===== config.mk =====
export PLATFORM = sky130hd
export DESIGN_NAME = pl_sysref_seq
export DESIGN_NICKNAME = d
export VERILOG_FILES = /design/src/rtl/pl_sysref_pkg.sv /design/src/rtl/pl_sysref_period_meas.sv /design/src/rtl/pl_sysref_seq.sv
export SDC_FILE = /design/constraint.sdc
export NUM_CORES = 1
export LEC_CHECK = 0
export CORE_MARGIN = 2
export CORE_UTILIZATION = 45
export CTS_CLUSTER_DIAMETER = 120
export CTS_CLUSTER_SIZE = 12
export DETAILED_ROUTE_END_ITERATION = 8
export PLACE_DENSITY = 0.64
export SLEW_MARGIN = 0
export SYNTH_ARGS = -nofsm -noshare
export SYNTH_HDL_FRONTEND = slang
export SYNTH_SLANG_ARGS = --single-unit

===== constraint.sdc =====
create_clock -name pl_clk -period 2.9 [get_ports pl_clk]
set_clock_uncertainty 0.1 [all_clocks]
set_input_delay 0.58 -clock pl_clk [delete_from_list [all_inputs] [get_ports pl_clk]]
set_output_delay 0.58 -clock pl_clk [all_outputs]
set_load 0.02 [all_outputs]

===== src/rtl/pl_sysref_pkg.sv =====
// ----------------------------------------------------------------------------
// pl_sysref_pkg : shared state encoding and defaults for the SYSREF sequencer
// Rev 1.0
// ----------------------------------------------------------------------------
`default_nettype none

package pl_sysref_pkg;

  localparam int C_PERIOD_W   = 16;
  localparam int C_LOCK_COUNT = 4;

  localparam logic [2:0] C_ST_SEARCH  = 3'd0;
  localparam logic [2:0] C_ST_MEASURE = 3'd1;
  localparam logic [2:0] C_ST_LOCKED  = 3'd2;
  localparam logic [2:0] C_ST_ARMED   = 3'd3;
  localparam logic [2:0] C_ST_GATE    = 3'd4;
  localparam logic [2:0] C_ST_DONE    = 3'd5;

endpackage

`default_nettype wire


===== src/rtl/pl_sysref_period_meas.sv =====
// ----------------------------------------------------------------------------
// pl_sysref_period_meas : SYSREF edge detector, period counter and match logic
// Rev 1.0
// ----------------------------------------------------------------------------
`default_nettype none

module pl_sysref_period_meas
  import pl_sysref_pkg::*;
#(
  parameter int PERIOD_W = C_PERIOD_W
) (
  input  logic                pl_clk,
  input  logic                pl_rst,
  input  logic                i_sysref,
  output logic                o_s1,
  output logic                o_edge,
  output logic                o_match,
  output logic                o_sat,
  output logic [PERIOD_W-1:0] o_period
);

  logic                s1_q, s1_d;
  logic                s2_q, s2_d;
  logic [PERIOD_W-1:0] cnt_q, cnt_d;
  logic [PERIOD_W-1:0] period_q, period_d;
  logic                w_edge;
  logic                w_sat;

  always_comb begin
    s1_d     = i_sysref;
    s2_d     = s1_q;
    w_edge   = s1_q & ~s2_q;
    w_sat    = &cnt_q;
    cnt_d    = cnt_q;
    period_d = period_q;
    // An edge restarts the count at 1 so the value seen on the next edge is the full period
    if (w_edge) begin
      cnt_d    = PERIOD_W'(1);
      period_d = cnt_q;
    end else if (!w_sat) begin
      cnt_d = cnt_q + PERIOD_W'(1);
    end
  end

  always_ff @(posedge pl_clk or posedge pl_rst) begin
    if (pl_rst) begin
      s1_q     <= 1'b0;
      s2_q     <= 1'b0;
      cnt_q    <= '0;
      period_q <= '0;
    end else begin
      s1_q     <= s1_d;
      s2_q     <= s2_d;
      cnt_q    <= cnt_d;
      period_q <= period_d;
    end
  end

  assign o_s1     = s1_q;
  assign o_edge   = w_edge;
  assign o_match  = (cnt_q == period_q);
  assign o_sat    = w_sat;
  assign o_period = period_q;

endmodule

`default_nettype wire


===== src/rtl/pl_sysref_seq.sv =====
// ----------------------------------------------------------------------------
// pl_sysref_seq : SYSREF period lock detector and gated burst sequencer
// Rev 1.0
// ----------------------------------------------------------------------------
`default_nettype none

module pl_sysref_seq
  import pl_sysref_pkg::*;
#(
  parameter int PERIOD_W   = C_PERIOD_W,
  parameter int LOCK_COUNT = C_LOCK_COUNT
) (
  input  logic                pl_clk,
  input  logic                pl_rst,
  input  logic                pl_sysref_captured,
  input  logic                arm,
  input  logic [7:0]          num_pulses,
  output logic                user_sysref_out,
  output logic                locked,
  output logic                busy,
  output logic                done,
  output logic                err_unlock,
  output logic [PERIOD_W-1:0] period
);

  localparam int MC_W = $clog2(LOCK_COUNT + 1);

  logic            w_s1;
  logic            w_edge;
  logic            w_match;
  logic            w_sat;
  logic            w_lost;
  logic            w_gate_en;

  logic [2:0]      state_q, state_d;
  logic [MC_W-1:0] mc_q, mc_d;
  logic [7:0]      num_q, num_d;
  logic [7:0]      pc_q, pc_d;
  logic            err_unlock_q, err_unlock_d;
  logic            sysref_out_q, sysref_out_d;

  pl_sysref_period_meas #(
    .PERIOD_W (PERIOD_W)
  ) u_meas (
    .pl_clk   (pl_clk),
    .pl_rst   (pl_rst),
    .i_sysref (pl_sysref_captured),
    .o_s1     (w_s1),
    .o_edge   (w_edge),
    .o_match  (w_match),
    .o_sat    (w_sat),
    .o_period (period)
  );

  always_comb begin
    state_d      = state_q;
    mc_d         = mc_q;
    num_d        = num_q;
    pc_d         = pc_q;
    err_unlock_d = err_unlock_q;
    w_gate_en    = 1'b0;
    w_lost       = w_edge & ~w_match;

    // A saturated counter means SYSREF vanished; this overrides every state
    if (w_sat) begin
      state_d = C_ST_SEARCH;
      mc_d    = '0;
      if (state_q == C_ST_ARMED || state_q == C_ST_GATE) begin
        err_unlock_d = 1'b1;
      end
    end else begin
      case (state_q)
        C_ST_SEARCH: begin
          if (w_edge) begin
            state_d = C_ST_MEASURE;
            mc_d    = '0;
          end
        end
        C_ST_MEASURE: begin
          if (w_edge) begin
            if (w_match) begin
              mc_d = mc_q + MC_W'(1);
              if (mc_q == MC_W'(LOCK_COUNT - 1)) begin
                state_d = C_ST_LOCKED;
              end
            end else begin
              mc_d = '0;
            end
          end
        end
        C_ST_LOCKED: begin
          if (w_lost) begin
            state_d = C_ST_SEARCH;
          end else if (arm) begin
            state_d      = C_ST_ARMED;
            num_d        = num_pulses;
            err_unlock_d = 1'b0;
          end
        end
        C_ST_ARMED: begin
          if (w_lost) begin
            state_d      = C_ST_SEARCH;
            err_unlock_d = 1'b1;
          end else if (num_q == 8'd0) begin
            state_d = C_ST_DONE;
          end else if (w_edge) begin
            state_d   = C_ST_GATE;
            pc_d      = 8'd1;
            w_gate_en = 1'b1;
          end
        end
        C_ST_GATE: begin
          if (w_lost) begin
            state_d      = C_ST_SEARCH;
            err_unlock_d = 1'b1;
          end else if (w_edge && (pc_q == num_q)) begin
            // Terminating edge: its pulse is withheld
            state_d = C_ST_DONE;
          end else begin
            w_gate_en = 1'b1;
            if (w_edge) begin
              pc_d = pc_q + 8'd1;
            end
          end
        end
        C_ST_DONE: begin
          state_d = C_ST_LOCKED;
        end
        default: begin
          state_d = C_ST_SEARCH;
        end
      endcase
    end

    sysref_out_d = w_s1 & w_gate_en;
  end

  always_ff @(posedge pl_clk or posedge pl_rst) begin
    if (pl_rst) begin
      state_q      <= C_ST_SEARCH;
      mc_q         <= '0;
      num_q        <= '0;
      pc_q         <= '0;
      err_unlock_q <= 1'b0;
      sysref_out_q <= 1'b0;
    end else begin
      state_q      <= state_d;
      mc_q         <= mc_d;
      num_q        <= num_d;
      pc_q         <= pc_d;
      err_unlock_q <= err_unlock_d;
      sysref_out_q <= sysref_out_d;
    end
  end

  assign user_sysref_out = sysref_out_q;
  assign err_unlock      = err_unlock_q;
  assign busy            = (state_q == C_ST_ARMED) || (state_q == C_ST_GATE);
  assign done            = (state_q == C_ST_DONE);
  assign locked          = (state_q == C_ST_LOCKED) || (state_q == C_ST_ARMED) ||
                           (state_q == C_ST_GATE)   || (state_q == C_ST_DONE);

endmodule

`default_nettype wire


==> metrics.md, run 1 <==
| Metric | Value |
|---|---|
| Gr ovfl total | 0 |
| Post-route insts no fill | 469 |
| Worst endpoint required time | 3010 ps |
| Top_reg_cell synth | dfrtp_1 |
| Overall power | 2.98 mW |
| HP Class | flop to flop |
| Critical Path, Cell by Cell | xor2_1, nor4_1, and4_4, o21ai_2, or3_1, mux2_4 |
| Clock network power share | 31.3% |
| Crit Path Max Fanout | 9 |
| Area share of the largest cell type after synthesis | 45.8% |
| Final wirelength | 7070 um |
| WL/cell | 15.1 um |
| Max rail drop VDD | 362 uV |
| Gates resized, CTS repair | 0 |
| Routed vias/inst | 5.28 |
| CTS Root Cell | clkbuf_8 |
| Initial antenna violation count | 0 |
| Cell depth of the worst setup path | 6 |
| Maximum clock rate | 366 MHz |
| Reg clk slew, reported paths | 70 ps |
| Rel. slew slack | 56.8% |
| Syn_area_per_cell | 9.38 sq um |
| Hold Crit Depth | 0 |
| Gr usage total | 20.6% |
| Max Cap Viol | 0 |
| Vias in the first global route | 2,453 |
| Most common cell after layout, fill and taps aside | nand2_1 |
| Final setup vio count | 0 |
| Status | finished clean |
| Drt drc | 0 |
| Max H-tree Level | 3 |
| Initial core utilization | 46.7% |
| Global-route wire length before repair | 12,300 um |
| Fillers | 605 |
| IO Count | 33 |
| Crit path buffers/inverters | 0 |
| Hold Path Origin | u_meas.o_s1 |
| RR Endpoint | num_q[5] |
| Clock latency on the worst-skew pair | 340 ps |
| Reg2Reg Launch Point | u_meas.cnt_q[3] |
| Switching Fraction | 32.1% |
| Final worst path period share | 94.1% |
| CP startpoint kind | flop |
| Worst slack at placement | 185 ps |
| Multi-input gate area in the final layout | 1590 sq um |
| RSZ-0062 raised after global routing | false |
| Final-report hold violation count | 0 |
| Switch Pwr | 0.957 mW |
| Final worst path period need | 2730 ps |
| Largest area contributor in the synthesized netlist | dfrtp_1 |
| Total vias in the final route | 2,478 |
| Largest net degree at the start of global routing | 35 |
| Reg area | 1450 sq um |
| Placed insts | 453 |
| EDFF count, synth | 0 |
| Top post-synthesis cells by area | dfrtp_1, nand2_1, xor2_1 |
| Most frequent cells in the layout | nand2_1, dfrtp_1, clkdlybuf4s50_1 |
| P_int | 2.02 mW |
| Pins Over Slew Limit | 0 |
| Async set-or-reset flop fraction in the synthesized netlist | 100% |
| Setup_tns | 0 ps |
| Die Footprint | 7740 sq um |
| Number of I/O port buffers | 32 |
| Critical Path Max Stage Delay | 580 ps |
| Hpwl dp | 4980 um |
| Routed Antenna Nets | 0 |
| Die H | 88.0 um |
| Worst EP arrival | 2840 ps |
| Final setup margin | 171 ps |
| Layout area overhead | 20.7% |
| Crit Path Class | flop to flop |
| Fraction of layout cells with a size suffix above 1 | 11.3% |
| CTS Sinks | 58 |
| First-pass DRT Iterations | 4 |
| Pwr Density | 779 nW/um^2 |
| Hold slack | 347 ps |
| Leak pwr | 1.80 nW |
| Postcts setup bufs | 0 |
| Number of CTS-inserted buffers | 9 |
| Seq pwr share | 38.1% |
| GPL Wtd Cong | 0.819 |
| Mapped Cells | 338 |
| 1st-iter DRT viols | 159 |
| Netlist cell types | 49 |
| Final nets | 386 |
| Dpl cell area | 3580 sq um |
| Worst-margin pin slew | 647 ps |
| Worst Hold Path EP | u_meas.s2_q |
| Sequential fraction of the synthesis area | 45.8% |
| Syn Nets | 356 |
| Worst r2r path cells | 6 |
| Final instance area | 3830 sq um |
| Layout Utilization | 56.4% |
| Clock tree buffer depth | 2 |
| Die W | 88.0 um |
| Largest delay share family, worst path | simple AND/OR/NAND/NOR gates |
| Post-synthesis cell area | 3170 sq um |
| Comb power frac | 30.6% |
| #FFs+latches synth | 58 |
| # hold bufs at CTS | 0 |
| Max stage delay cell, worst path | or3_1 |
| FP Rows | 30 |
| CTS tree | done |
| Final antenna diode count | 0 |
| Ys Warns | 0 |
| Critical path capture point type | flop |
| Core area | 6790 sq um |
| R2r setup slk | 170 ps |
## sequential cells by signal, summed over array words and instances, names as in the netlist
register / count
mc_q: 3
err_unlock: 1
u_meas.o_s1: 1
pc_q: 8
num_q: 8
user_sysref_out: 1
u_meas.s2_q: 1
u_meas.o_period: 16
state_q: 3
u_meas.cnt_q: 16
## how the worst max path moves through the flow
stage	startpoint	to	slack (ps)
after detailed placement	u_meas.cnt_q[3]	num_q[5]	180
after global routing	state_q[1]	busy	90
after floorplan	u_meas.o_period[10]	num_q[0]	570
after global placement	u_meas.cnt_q[2]	num_q[7]	220
final	u_meas.cnt_q[3]	num_q[5]	170
after CTS	u_meas.cnt_q[3]	num_q[5]	160
## power by group through the flow
| stage | logic, mW | clock network [mW] | registers, mW |
|---|---|---|---|
| after CTS | 0.920 | 0.952 | 1.14 |
| after floorplan | 0.689 | 0 | 1.10 |
| after global routing | 1.01 | 0.988 | 1.16 |
| after detailed placement | 0.912 | 0 | 1.15 |
| final | 0.913 | 0.932 | 1.14 |
| after global placement | 0.899 | 0 | 1.15 |
## area by class of cell
| class | count | share of cell area, % |
|---|---|---|
| multi-input cells | 251 | 41.4 |
| flip-flops and latches | 58 | 37.9 |
| repair buffers | 39 | 10.1 |
| clock buffers | 11 | 3.95 |
| well taps | 96 | 3.14 |
| clock inverters | 5 | 2.61 |
| inverters | 9 | 0.882 |
## logic make-up (layout without fill, tap and decap cells)
group,count (synthesis),after routing,share of synthesized area [%]
flops,58,58,45.8
mux,11,11,4.73
fa+ha+maj,6,6,2.37
xor+xnor,34,34,9.39
simple gates,149,149,22.9
buf+inv,29,64,4.30
compound gates,51,51,10.6
## cells in the mapped netlist, types with 7 or more instances
library cell	instances
and3_1	7
xor2_1	23
mux2_4	8
a21oi_1	11
clkbuf_1	9
nor2_1	22
dfrtp_1	58
nand2_1	66
xnor2_1	11
inv_1	9
o31ai_1	11
nand3_1	12
o21ai_0	13
## worst reg2reg max path: cells and delay by family (launching register included)
| kind | cells | cell delay, ps |
|---|---|---|
| multiplexers | 1 | 380 |
| XOR/XNOR | 1 | 210 |
| AND/OR/NAND/NOR | 3 | 1400 |
| AO/OA/AOI/OAI | 1 | 70 |
| flip-flops | 1 | 450 |
## metal layers
layer | track usage [%] | vias to the layer above | share of wire, %
met5 | 0 | - | 0
met4 | 7.55 | 0 | 1.5
met3 | 3.77 | 11 | 3.7
met2 | 29.2 | 51 | 44
met1 | 31.2 | 1197 | 51
li1 | - | 1219 | -
No activity file was read; power rests on OpenSTA's default activity.
==> inputs of run 2 (changes only) <==
CORE_MARGIN = not set   (was 2)
GPL_TIMING_DRIVEN = 0   (was not set)
==> run 2 against run 1 <==
Net effect: sequential share of layout area shrank 0.074 points; core utilization grew 0.11 points; critical path depth grew 1; final area grew 0.20%; routed wire length grew 0.47%; flip-flop and latch count is the same; register-to-register slack gained 30 ps; setup slack gained 33 ps; clock-buffer cell count shrank 1; critical path type unchanged; critical endpoint unchanged; largest power group unchanged.
==> metrics.md, run 2 (synthesis results as in run 1) <==
| Metric | Value |
|---|---|
| Most frequent cells in the layout | nand2_1, dfrtp_1, clkdlybuf4s50_1 |
| Pins Over Slew Limit | 0 (unchanged) |
| Hold Crit Depth | 0 (unchanged) |
| Worst endpoint required time | 3020 ps (about the same) |
| Vias in the first global route | 2,426 (-1.1%) |
| Dpl cell area | 3630 sq um (+1.5%) |
| GPL Wtd Cong | 0.791 (-3.4%) |
| Final wirelength | 7110 um (+0.47%) |
| Worst r2r path cells | 7 (+1) |
| Max H-tree Level | 3 (unchanged) |
| Postcts setup bufs | 0 (unchanged) |
| Worst-margin pin slew | 644 ps (-3.01 ps) |
| Reg2Reg Launch Point | u_meas.cnt_q[14] |
| Layout area overhead | 20.9% |
| # hold bufs at CTS | 0 (unchanged) |
| Final nets | 400 (+3.6%) |
| CTS Sinks | 58 (unchanged) |
| Final setup margin | 204 ps (+32.9 ps) |
| Post-route insts no fill | 483 (+3.0%) |
| Reg clk slew, reported paths | 70 ps (about the same) |
| Clock latency on the worst-skew pair | 330 ps (about the same) |
| RSZ-0062 raised after global routing | false |
| Core area | 6790 sq um (unchanged) |
| Global-route wire length before repair | 12,200 um (-1.1%) |
| Die H | 86.0 um (-2.3%) |
| Final setup vio count | 0 (unchanged) |
| Number of CTS-inserted buffers | 9 (unchanged) |
| R2r setup slk | 200 ps (+30 ps) |
| Max rail drop VDD | 412 uV (+14%) |
| Gr ovfl total | 0 (unchanged) |
| Pwr Density | 735 nW/um^2 (-5.6%) |
| Die Footprint | 7390 sq um (-4.5%) |
| Hpwl dp | 5140 um (+3.2%) |
| Crit Path Max Fanout | 9 (unchanged) |
| Die W | 86.0 um (-2.3%) |
| Total vias in the final route | 2,511 (+1.3%) |
| Initial antenna violation count | 0 (unchanged) |
| Largest net degree at the start of global routing | 42 (+20%) |
| HP Class | flop to flop |
| Final worst path period share | 93.0% (-1.1 points) |
| IO Count | 33 (unchanged) |
| Rel. slew slack | 57.0% (+0.20 points) |
| Fraction of layout cells with a size suffix above 1 | 11.6% (+0.37 points) |
| First-pass DRT Iterations | 4 (unchanged) |
| Critical path capture point type | flop |
| Setup_tns | 0 ps (unchanged) |
| Routed vias/inst | 5.20 (-1.6%) |
| Drt drc | 0 (unchanged) |
| Final worst path period need | 2700 ps (-32.9 ps) |
| FP Rows | 30 (unchanged) |
| Number of I/O port buffers | 32 (unchanged) |
| Worst slack at placement | 200 ps (+15.5 ps) |
| WL/cell | 14.7 um (-2.4%) |
| Hold Path Origin | u_meas.o_s1 |
| Gates resized, CTS repair | 0 (unchanged) |
| 1st-iter DRT viols | 181 (+14%) |
| Maximum clock rate | 371 MHz (+1.2%) |
| Clock tree buffer depth | 2 (unchanged) |
| Gr usage total | 21.4% (+0.78 points) |
| CTS Root Cell | clkbuf_8 |
| Status | finished clean |
| Max Cap Viol | 0 (unchanged) |
| Leak pwr | 1.79 nW (-0.49%) |
| Initial core utilization | 46.7% (unchanged) |
| Final-report hold violation count | 0 (unchanged) |
| CTS tree | done |
| Crit Path Class | flop to flop |
| Final antenna diode count | 0 (unchanged) |
| Placed insts | 467 (+3.1%) |
| Most common cell after layout, fill and taps aside | nand2_1 |
| Worst EP arrival | 2810 ps (-30 ps) |
| CP startpoint kind | flop |
| Routed Antenna Nets | 0 (unchanged) |
| Launch point of the worst path | u_meas.cnt_q[14] |
| Final instance area | 3840 sq um (+0.20%) |
run 2: worst paths after layout:
path	to
hold / removal	u_meas.s2_q
hold reg to reg	u_meas.s2_q
max in group asynchronous	state_q[2]
setup reg to reg	num_q[5]
min in group asynchronous	num_q[6]
setup / recovery	num_q[5]
run 2: cell type report:
class                   count  area, sq um
inverters                   9         33.8
well taps                  96          120
repair buffers             33          340
flip-flops and latches     58         1450
plain buffers              20          103
multi-input cells         251         1580
clock buffers              10          138
fillers                   624         2960
clock inverters             6         66.3
run 2: critical path, stage by stage, from the launching register on:
cell and delay [ps]:
dfrtp_1 460, xor2_1 210, nor4_1 510, and4_4 370
o21ai_2 80, or3_1 380, buf_6 170, mux2_4 300
run 2: where the power goes:
| part | internal [mW] | total, mW | switching (mW) | leakage (nW) |
|---|---|---|---|---|
| combinational | 0.474 | 0.967 | 0.492 | 0.929 |
| sequential | 0.950 | 1.09 | 0.145 | 0.770 |
| clock | 0.419 | 0.759 | 0.340 | 0.0945 |
run 2: routing by layer:
layer | GRT usage [%] | share of wire [%]
met4 | 6.82 | 0.89
met1 | 32.6 | 51
met5 | 0 | 0
met3 | 3.95 | 4.3
met2 | 30.4 | 43
run 2: stage by stage:
step / hold slack, ps / util, % / total power, mW
after floorplan: 287 / - / 1.79
after global placement: 316 / 53.2 / 2.06
after detailed placement: 314 / 53.5 / 2.08
after CTS: 332 / 56.5 / 2.85
after global routing: 351 / 56.5 / 3.00
final: 332 / 56.5 / 2.82
==> inputs of run 3 (changes only) <==
CORE_UTILIZATION = 57   (was 45)
PLACE_DENSITY = 0.78   (was 0.64)
clock period = 2.5 ns   (was 2.9 ns; I/O delays follow)
==> run 3 against run 2 <==
Net effect: the run now ends with negative setup slack left; die area shrank 21%; hold slack lost 2.0 ps; flip-flop and latch count is the same; combinational power grew 25%; via count grew 4.9%; clock-buffer cell count grew 1; sequential power grew 18%; critical path depth grew 1.
==> metrics.md, run 3 (synthesis results as in run 1) <==
| Metric | Value |
|---|---|
| Final wirelength | 7260 um (+2.2%) |
| Most common cell after layout, fill and taps aside | nand2_1 |
| Clock latency on the worst-skew pair | 340 ps (about the same) |
| Number of I/O port buffers | 32 (unchanged) |
| Max H-tree Level | 3 (unchanged) |
| Number of CTS-inserted buffers | 9 (unchanged) |
| WL/cell | 15.8 um (+7.1%) |
| R2r setup slk | -20 ps (-220 ps) |
| Crit Path Class | flop to flop |
| Drt drc | 0 (unchanged) |
| Global-route wire length before repair | 12,000 um (-1.7%) |
| Final worst path period share | 101% (+7.8 points) |
| Hpwl dp | 5000 um (-2.7%) |
| FP Rows | 26 (-13%) |
| GPL Wtd Cong | 0.889 (+12%) |
| Clock tree buffer depth | 2 (unchanged) |
| Vias in the first global route | 2,506 (+3.3%) |
| Setup crit end | num_q[6] |
| Launch point of the worst path | u_meas.cnt_q[10] |
| Largest net degree at the start of global routing | 44 (+4.8%) |
| Reg2Reg Launch Point | u_meas.cnt_q[10] |
| Gr ovfl total | 0 (unchanged) |
| CTS Root Cell | clkbuf_8 |
| Routed Antenna Nets | 0 (unchanged) |
| Final instance area | 3940 sq um (+2.8%) |
| Final worst path period need | 2520 ps (-177 ps) |
| Final-report hold violation count | 0 (unchanged) |
| Initial core utilization | 60.6% (+14 points) |
| Rel. slew slack | 61.2% (+4.2 points) |
| Status | complete, but fails checks |
| Worst EP arrival | 2640 ps (-170 ps) |
| Die H | 76.6 um (-11%) |
| Core area | 5240 sq um (-23%) |
| Worst endpoint required time | 2620 ps (-400 ps) |
| Failing checks | negative setup slack |
| Fraction of layout cells with a size suffix above 1 | 16.4% (+4.7 points) |
| Final setup vio count | 6 (+6) |
| Crit Path Max Fanout | 4 (-5) |
| HP Class | flop to flop |
| Hold Crit Depth | 0 (unchanged) |
| First-pass DRT Iterations | 4 (unchanged) |
| RSZ-0062 raised after global routing | true |
| Gr usage total | 26.4% (+5.0 points) |
| Initial antenna violation count | 0 (unchanged) |
| CP startpoint kind | flop |
| Die W | 76.6 um (-11%) |
| Maximum clock rate | 397 MHz (+7.0%) |
| Reg area | 1460 sq um (+0.26%) |
| Leak pwr | 1.87 nW (+4.3%) |
| RR Endpoint | num_q[6] |
| Fillers | 380 (-39%) |
| Multi-input gate area in the final layout | 1660 sq um (+4.9%) |
| Final setup margin | -18.8 ps (-223 ps) |
| Setup_tns | -56.7 ps (-56.7 ps) |
| Most frequent cells in the layout | nand2_1, dfrtp_1, clkdlybuf4s50_1 |
| Final nets | 404 (+1.0%) |
| Pwr Density | 856 nW/um^2 (+16%) |
| Pins Over Slew Limit | 0 (unchanged) |
| Layout area overhead | 24.3% |
| IO Count | 33 (unchanged) |
| Total vias in the final route | 2,633 (+4.9%) |
| Max rail drop VDD | 641 uV (+56%) |
| Worst-margin pin slew | 577 ps (-66.7 ps) |
| CTS Sinks | 58 (unchanged) |
| Reg clk slew, reported paths | 70 ps (about the same) |
| Layout Utilization | 75.3% (+19 points) |
| Routed vias/inst | 5.71 (+9.9%) |
| Final antenna diode count | 0 (unchanged) |
| Dpl cell area | 3600 sq um (-0.90%) |
| Critical path capture point type | flop |
| 1st-iter DRT viols | 265 (+46%) |
| Worst r2r path cells | 8 (+1) |
| Max Cap Viol | 0 (unchanged) |
| Die Footprint | 5870 sq um (-21%) |
| CTS tree | done |
==> run 3: area by class of cell <==
cell class	instances	area share, %
multi-input combinational	251	42.1
tap	70	2.22
clock inverter	5	1.36
inverter	9	0.857
clock buffer	11	3.59
buffer	18	2.76
timing repair buffer	39	10.2
sequential	58	36.9
==> run 3: repair_timing <==
action,4_1_cts,5_1_grt
buffers inserted,1,4
pin swaps,1,1
gates resized for setup,4,20
endpoints found under the setup margin,17,26
endpoints found under the hold margin,0,0
hold buffers,0,0
gates cloned,0,1
==> run 3: how the worst min path moves through the flow <==
stage / startpoint / to
after global routing: u_meas.o_s1 / u_meas.s2_q
after global placement: u_meas.o_s1 / u_meas.s2_q
final: u_meas.o_s1 / u_meas.s2_q
after floorplan: u_meas.o_s1 / u_meas.s2_q
after detailed placement: u_meas.o_s1 / u_meas.s2_q
after CTS: u_meas.o_s1 / u_meas.s2_q
==> run 3: metrics by stage <==
| stage | power (mW) | setup WS, ps | cells | hold slack (ps) |
|---|---|---|---|---|
| 3_3_place_gp | 2.37 | -576 | 440 | 301 |
| 2_1_floorplan | 2.08 | 166 | 338 | 287 |
| 5_1_grt | 3.57 | -62.6 | 461 | 355 |
| 3_5_place_dp | 2.41 | -208 | 441 | 306 |
| 4_1_cts | 3.30 | 2.05 | 458 | 331 |
| 6_report | 3.37 | -18.8 | 461 | 330 |
==> run 3: where the power goes <==
| part | internal (mW) | switching [mW] | total [mW] |
|---|---|---|---|
| combinational | 0.607 | 0.605 | 1.21 |
| clock | 0.484 | 0.390 | 0.874 |
| sequential | 1.10 | 0.186 | 1.29 |
==> run 3: worst max-delay path, cell delays in order, from the launching register on <==
cell and delay [ps]:
dfrtp_2 440, xor2_2 190, nor4_2 310, buf_4 180, and4_4 250, o21ai_4 70
or3_4 410, clkbuf_16 170, mux2_4 280
==> run 3: metal layers <==
metal / up-vias / share of wire (%) / track usage (%)
met5: - / 0 / 0
met4: 0 / 1.1 / 9.23
met3: 10 / 4.9 / 3.59
met2: 74 / 46 / 40.9
met1: 1296 / 48 / 37.9
li1: 1253 / - / -
